[src/rtl/mips_core_pkg.sv]
// Shared core types for the branch-prediction path.
//   BranchOutcome      : resolved branch direction reported by EX (TAKEN = 1).
//   pht_sched_state_e  : states of the PHT access scheduler.
//   sat_update()       : 2-bit saturating counter step toward the observed outcome.
package mips_core_pkg;

  typedef enum logic {
    NOT_TAKEN = 1'b0,
    TAKEN     = 1'b1
  } BranchOutcome;

  typedef enum logic [1:0] {
    BOOT   = 2'd0,
    INIT   = 2'd1,
    RUN    = 2'd2,
    UPD_WB = 2'd3
  } pht_sched_state_e;

  // Already-saturated counters come back unchanged, so they are simply rewritten.
  function automatic logic [1:0] sat_update(input logic [1:0] ctr, input logic taken);
    logic [1:0] result;
    if (taken) begin
      result = (ctr == 2'b11) ? 2'b11 : ctr + 2'b01;
    end else begin
      result = (ctr == 2'b00) ? 2'b00 : ctr - 2'b01;
    end
    return result;
  endfunction

endpackage

[src/rtl/pht_update_fifo.sv]
// Small synchronous FIFO holding queued PHT feedback entries ({idx, outcome}).
//   clk, rst : clock, asynchronous active-high reset (flushes the queue)
//   push/din : enqueue request and data; ignored while full
//   pop      : dequeue request; ignored while empty
//   full, empty, count : occupancy, all from registered state
//   head     : oldest entry, valid whenever !empty
module pht_update_fifo #(
  parameter int WIDTH = 9,
  parameter int DEPTH = 4
) (
  input  logic                     clk,
  input  logic                     rst,
  input  logic                     push,
  input  logic [WIDTH-1:0]         din,
  input  logic                     pop,
  output logic                     full,
  output logic                     empty,
  output logic [$clog2(DEPTH):0]   count,
  output logic [WIDTH-1:0]         head
);

  localparam int PW = $clog2(DEPTH);
  localparam int CW = PW + 1;

  logic [PW-1:0]    wr_ptr_reg;
  logic [PW-1:0]    rd_ptr_reg;
  logic [CW-1:0]    count_reg;
  logic             push_ok;
  logic             pop_ok;
  logic [WIDTH-1:0] entry_q [DEPTH];

  assign full    = (count_reg == CW'(DEPTH));
  assign empty   = (count_reg == '0);
  assign count   = count_reg;
  assign push_ok = push && !full;
  assign pop_ok  = pop && !empty;

  genvar gi;
  generate
    for (gi = 0; gi < DEPTH; gi++) begin : g_entry
      logic [WIDTH-1:0] data_reg;

      always_ff @(posedge clk or posedge rst) begin
        if (rst) begin
          data_reg <= '0;
        end else if (push_ok && (wr_ptr_reg == PW'(gi))) begin
          data_reg <= din;
        end
      end

      assign entry_q[gi] = data_reg;
    end
  endgenerate

  assign head = entry_q[rd_ptr_reg];

  // DEPTH is a power of two, so the pointers wrap naturally.
  always_ff @(posedge clk or posedge rst) begin
    if (rst) begin
      wr_ptr_reg <= '0;
      rd_ptr_reg <= '0;
      count_reg  <= '0;
    end else begin
      if (push_ok) wr_ptr_reg <= wr_ptr_reg + PW'(1);
      if (pop_ok)  rd_ptr_reg <= rd_ptr_reg + PW'(1);
      count_reg <= count_reg + CW'(push_ok) - CW'(pop_ok);
    end
  end

endmodule

[src/rtl/pht_access_scheduler.sv]
// Arbiter for the single-port, sync-read gshare pattern history table.
//   clk, rst                      : clock, asynchronous active-high reset
//   req_valid/req_idx/req_ready   : decode lookup handshake
//   rsp_valid/rsp_counter/rsp_taken : lookup result, one cycle after accept
//   fb_valid/fb_idx/fb_outcome/fb_ready : EX feedback push into the update queue
//   init_done                     : table sweep to INIT_VAL finished
//   pht_en/pht_we/pht_addr/pht_wdata/pht_rdata : PHT memory port
module pht_access_scheduler
  import mips_core_pkg::*;
#(
  parameter int         IDX_BITS   = 8,
  parameter int         FIFO_DEPTH = 4,
  parameter logic [1:0] INIT_VAL   = 2'b01
) (
  input  logic                clk,
  input  logic                rst,
  input  logic                req_valid,
  input  logic [IDX_BITS-1:0] req_idx,
  output logic                req_ready,
  output logic                rsp_valid,
  output logic [1:0]          rsp_counter,
  output logic                rsp_taken,
  input  logic                fb_valid,
  input  logic [IDX_BITS-1:0] fb_idx,
  input  logic                fb_outcome,
  output logic                fb_ready,
  output logic                init_done,
  output logic                pht_en,
  output logic                pht_we,
  output logic [IDX_BITS-1:0] pht_addr,
  output logic [1:0]          pht_wdata,
  input  logic [1:0]          pht_rdata
);

  localparam int                  ENTRY_W  = IDX_BITS + 1;
  localparam int                  CNT_W    = $clog2(FIFO_DEPTH) + 1;
  localparam logic [IDX_BITS-1:0] LAST_IDX = '1;

  pht_sched_state_e    state_reg;
  logic [IDX_BITS-1:0] init_cnt_reg;
  logic                init_done_reg;
  logic                rsp_valid_reg;

  logic                fifo_full;
  logic                fifo_empty;
  logic [CNT_W-1:0]    fifo_count;
  logic [ENTRY_W-1:0]  fifo_head;
  logic                fifo_pop;
  logic                upd_rd;
  logic [IDX_BITS-1:0] head_idx;
  logic                head_taken;

  pht_update_fifo #(
    .WIDTH (ENTRY_W),
    .DEPTH (FIFO_DEPTH)
  ) u_fifo (
    .clk   (clk),
    .rst   (rst),
    .push  (fb_valid),
    .din   ({fb_idx, fb_outcome}),
    .pop   (fifo_pop),
    .full  (fifo_full),
    .empty (fifo_empty),
    .count (fifo_count),
    .head  (fifo_head)
  );

  assign head_idx   = fifo_head[ENTRY_W-1:1];
  assign head_taken = fifo_head[0];

  assign fb_ready    = ~fifo_full;
  assign init_done   = init_done_reg;
  assign rsp_valid   = rsp_valid_reg;
  // The PHT holds its read data, so gate it to keep the response bus quiet when idle.
  assign rsp_counter = rsp_valid_reg ? pht_rdata : 2'b00;
  assign rsp_taken   = rsp_counter[1];

  // Port arbitration. Lookups normally win; a full queue forces the head update
  // through so feedback cannot be starved indefinitely.
  always_comb begin
    pht_en    = 1'b0;
    pht_we    = 1'b0;
    pht_addr  = '0;
    pht_wdata = 2'b00;
    req_ready = 1'b0;
    upd_rd    = 1'b0;
    fifo_pop  = 1'b0;
    case (state_reg)
      INIT: begin
        pht_en    = 1'b1;
        pht_we    = 1'b1;
        pht_addr  = init_cnt_reg;
        pht_wdata = INIT_VAL;
      end
      RUN: begin
        if (fifo_full && (fifo_count != '0)) begin
          pht_en   = 1'b1;
          pht_addr = head_idx;
          upd_rd   = 1'b1;
        end else if (req_valid) begin
          req_ready = 1'b1;
          pht_en    = 1'b1;
          pht_addr  = req_idx;
        end else if (!fifo_empty) begin
          pht_en   = 1'b1;
          pht_addr = head_idx;
          upd_rd   = 1'b1;
        end
      end
      UPD_WB: begin
        // pht_rdata is the head counter read in the previous RUN cycle.
        pht_en    = 1'b1;
        pht_we    = 1'b1;
        pht_addr  = head_idx;
        pht_wdata = sat_update(pht_rdata, head_taken);
        fifo_pop  = 1'b1;
      end
      default: ;
    endcase
  end

  always_ff @(posedge clk or posedge rst) begin
    if (rst) begin
      state_reg     <= BOOT;
      init_cnt_reg  <= '0;
      init_done_reg <= 1'b0;
      rsp_valid_reg <= 1'b0;
    end else begin
      rsp_valid_reg <= req_ready;
      case (state_reg)
        BOOT: begin
          init_cnt_reg <= '0;
          state_reg    <= INIT;
        end
        INIT: begin
          init_cnt_reg <= init_cnt_reg + IDX_BITS'(1);
          if (init_cnt_reg == LAST_IDX) begin
            state_reg     <= RUN;
            init_done_reg <= 1'b1;
          end
        end
        RUN: begin
          if (upd_rd) state_reg <= UPD_WB;
        end
        UPD_WB: begin
          state_reg <= RUN;
        end
        default: state_reg <= BOOT;
      endcase
    end
  end

endmodule

[config.mk]
export PLATFORM = sky130hd
export DESIGN_NAME = pht_access_scheduler
export DESIGN_NICKNAME = d
export VERILOG_FILES = /design/src/rtl/mips_core_pkg.sv /design/src/rtl/pht_update_fifo.sv /design/src/rtl/pht_access_scheduler.sv
export SDC_FILE = /design/constraint.sdc
export NUM_CORES = 1
export LEC_CHECK = 0
export CORE_MARGIN = 10
export CORE_UTILIZATION = 50
export DETAILED_ROUTE_END_ITERATION = 7
export DONT_BUFFER_PORTS = 1
export HOLD_SLACK_MARGIN = 0.03
export REMOVE_ABC_BUFFERS = 1
export SYNTH_ARGS = -nofsm -noshare
export SYNTH_HDL_FRONTEND = slang
export SYNTH_SLANG_ARGS = --single-unit
[constraint.sdc]
create_clock -name clk -period 2.9 [get_ports clk]
set_clock_uncertainty 0.05 [all_clocks]
set_input_delay 0.435 -clock clk [delete_from_list [all_inputs] [get_ports clk]]
set_output_delay 0.435 -clock clk [all_outputs]
set_load 0.02 [all_outputs]
==> results_dict.tcl <==
set metrics [dict create \
    status "finished clean" \
    mostFrequentLayoutCells "dfrtp_1, mux2_2, inv_1" \
    rrSetupSlack_ns 0.56 \
    synth_cell_types 41 \
    cp_top_family "flip-flops" \
    ys_ff_latch 55 \
    path_max_fanout 15 \
    worstRegToRegCells 7 \
    instances_no_fill 302 \
    largest_reg_flops 36 \
    cts_setup_buffers 0 \
    cts_tree "built" \
    endpoint_kind "output port" \
    hold_viol 0 \
    timing.rr.start "state_reg[0]$_DFFE_PP0P_" \
    route.detailed.drc 0 \
    syn_to_final_growth_pct 6.57 \
    worst_pin_slew_ns 0.612 \
    first_iter_violations 76 \
    io_buffers 0 \
    final_common_cell "dfrtp_1" \
    syn_area_per_cell_um2 12.6 \
    crit_type "register to output port" \
    setup_tns_ns 0 \
    initial_core_util_pct 51.5 \
    dr.pass1.iters 4 \
    gp_congestion 0.859 \
    viasPerCell 5.81 \
    maxCapViolCount 0 \
    clkTransAtPathRegs_ns 0.10 \
    holdPathStages 1 \
    wirelength_um 6090 \
    grt_max_degree 22 \
    grt_use_total_pct 13.7 \
    place_inst 293 \
    hold_class "input port to register" \
    vdd_drop_max_v 0.000262 \
    io_pins 42 \
    dp_hpwl_um 4640 \
    min_period_ns 2.44 \
    final_nets 260 \
    coreArea_um2 5470 \
    maxSlewHeadroom_pct 59.2 \
    worstSkewPairLatency_ns 0.30 \
    max_freq_ghz 0.410 \
    syn_area_um2 2820 \
    die_w_um 95.1 \
    dieArea_um2 9030 \
    wl_per_cell_um 20.2 \
    yosysSeqAreaShare_pct 48.9 \
    critPathBufInv 0 \
    worst_ep_required_time_ns 2.41 \
    antenna_found_initial 0 \
    num_rows 27 \
    setup_violations 0 \
    hold_end "u_fifo.g_entry[0].data_reg[2]$_DFFE_PP0P_" \
    slowest_stage "dfrtp_1" \
    fin_crit_sh_pct 84.2 \
    syn_inst 224 \
    max_stage_delay_ns 0.74 \
    startpoint_type "register" \
    yosysWarningCount 0 \
    crit_arrival_ns 1.96 \
    rsz0062_at_grt "no" \
    cts_root_buf "clkbuf_8" \
    p_per_area_nw_per_um2 402 \
    worstPathCellList "nand2b_1 -> o221ai_2 -> o21ai_1" \
    grt_pass1_vias 1772 \
    finalMaxSlewViolations 0 \
    grt_pass1_wl_um 9500 \
    ys.flop_type "dfrtp_1" \
    drive_gt1_share_pct 29.6 \
    cts_made_buffers 5 \
    hp-start "fb_idx[1]" \
    r2r_end "u_fifo.count[2]$_DFF_PP0_" \
    total_leakage_power_nw 1.40 \
    async_reset_ff_share_pct 100 \
    final_util_pct 54.8 \
    drtAntennaViolNets 0 \
    diodes 0 \
    overflow 0 \
    vias 1755 \
    htreeDepth 2 \
    synth-edff-count 0 \
    clock-sinks 55 \
    cts_buffer_depth 2 \
    dieHeight_um 95.1 \
]
-- cells by family after synthesis --
family | synth area share (%)
buf+inv | 4.93
xor+xnor | 1.56
flops | 48.9
fa+ha+maj | 4.22
mux | 22.3
simple gates | 8.80
compound gates | 9.29
-- metal layers --
| layer | wire (um) | part of all wire (%) | GRT usage, % | vias to the layer above |
|---|---|---|---|---|
| met5 | 0 | 0 | 0 | - |
| met3 | 495 | 8.1 | 4.79 | 2 |
| met1 | 2470 | 41 | 16.6 | 888 |
| met2 | 3100 | 51 | 23.4 | 49 |
| li1 | - | - | - | 816 |
| met4 | 23 | 0.38 | 2.62 | 0 |
-- metrics by stage --
stage,hold slack (ns),worst slack [ns],cell area (um^2),power (mW)
5_1_grt,0.205,0.321,3000,1.26
2_1_floorplan,0.424,0.499,2750,0.795
4_1_cts,0.217,0.430,3000,1.23
3_5_place_dp,0.265,0.569,2900,0.802
3_3_place_gp,0.246,0.703,2900,0.801
6_report,0.224,0.459,3000,1.21
-- area by class of cell --
class	instances	area, um^2
timing repair buffer	9	70.1
inverter	20	75.1
sequential	55	1380
tap	72	90.1
clock inverter	2	16.3
multi-input combinational	138	1300
fill	462	2470
clock buffer	6	72.6
-- worst max path at each step --
| stage | from | endpoint | slack [ns] | cells past startpoint |
|---|---|---|---|---|
| 3_3_place_gp | state_reg[0]$_DFFE_PP0P_ | u_fifo.count[2]$_DFF_PP0_ | 0.70 | 7 |
| 2_1_floorplan | u_fifo.count[0]$_DFF_PP0_ | u_fifo.count[2]$_DFF_PP0_ | 0.50 | 7 |
| 6_report | state_reg[0]$_DFFE_PP0P_ | pht_addr[3] | 0.46 | 3 |
| 3_5_place_dp | state_reg[0]$_DFFE_PP0P_ | u_fifo.count[2]$_DFF_PP0_ | 0.57 | 7 |
| 4_1_cts | state_reg[0]$_DFFE_PP0P_ | pht_addr[3] | 0.43 | 3 |
| 5_1_grt | state_reg[0]$_DFFE_PP0P_ | pht_addr[3] | 0.32 | 3 |
-- where the power goes --
| part | switching [mW] | total, mW | internal (mW) |
|---|---|---|---|
| Sequential | 0 | 0.766 | 0.766 |
| Clock | 0.246 | 0.420 | 0.174 |
| Combinational | 0.0159 | 0.0205 | 0.00464 |
| Total | 0.262 | 1.21 | 0.945 |
-- synth_stat cells, types with 2 or more instances --
| master | n | share of area (%) |
|---|---|---|
| nand2b_1 | 2 | 0.44 |
| dfrtp_1 | 55 | 49 |
| nand2_1 | 13 | 1.7 |
| inv_1 | 20 | 2.7 |
| clkbuf_1 | 5 | 0.67 |
| and2_1 | 3 | 0.67 |
| nor2_1 | 3 | 0.40 |
| mux4_2 | 9 | 7.2 |
| a32oi_1 | 8 | 2.5 |
| o21ai_1 | 8 | 1.4 |
| nand3_1 | 3 | 0.53 |
| mux2_2 | 37 | 15 |
| a21oi_1 | 4 | 0.71 |
| o21ai_0 | 8 | 1.4 |
| buf_6 | 2 | 0.80 |
| xnor2_1 | 3 | 0.93 |
| xor2_1 | 2 | 0.62 |
| nor2b_1 | 2 | 0.44 |
| or3_1 | 2 | 0.44 |
| buf_2 | 3 | 0.53 |
| nand3_4 | 4 | 2.5 |
| a21o_1 | 2 | 0.53 |
| or4_1 | 2 | 0.53 |
| ha_1 | 7 | 3.1 |
-- timing repair --
| item | 4_1_cts | 5_1_grt |
|---|---|---|
| endpoints found under the hold margin | 15 | 0 |
| hold buffers | 1 | 0 |
| gates resized for setup | 0 | 0 |
(Power assumes the default switching activity.)
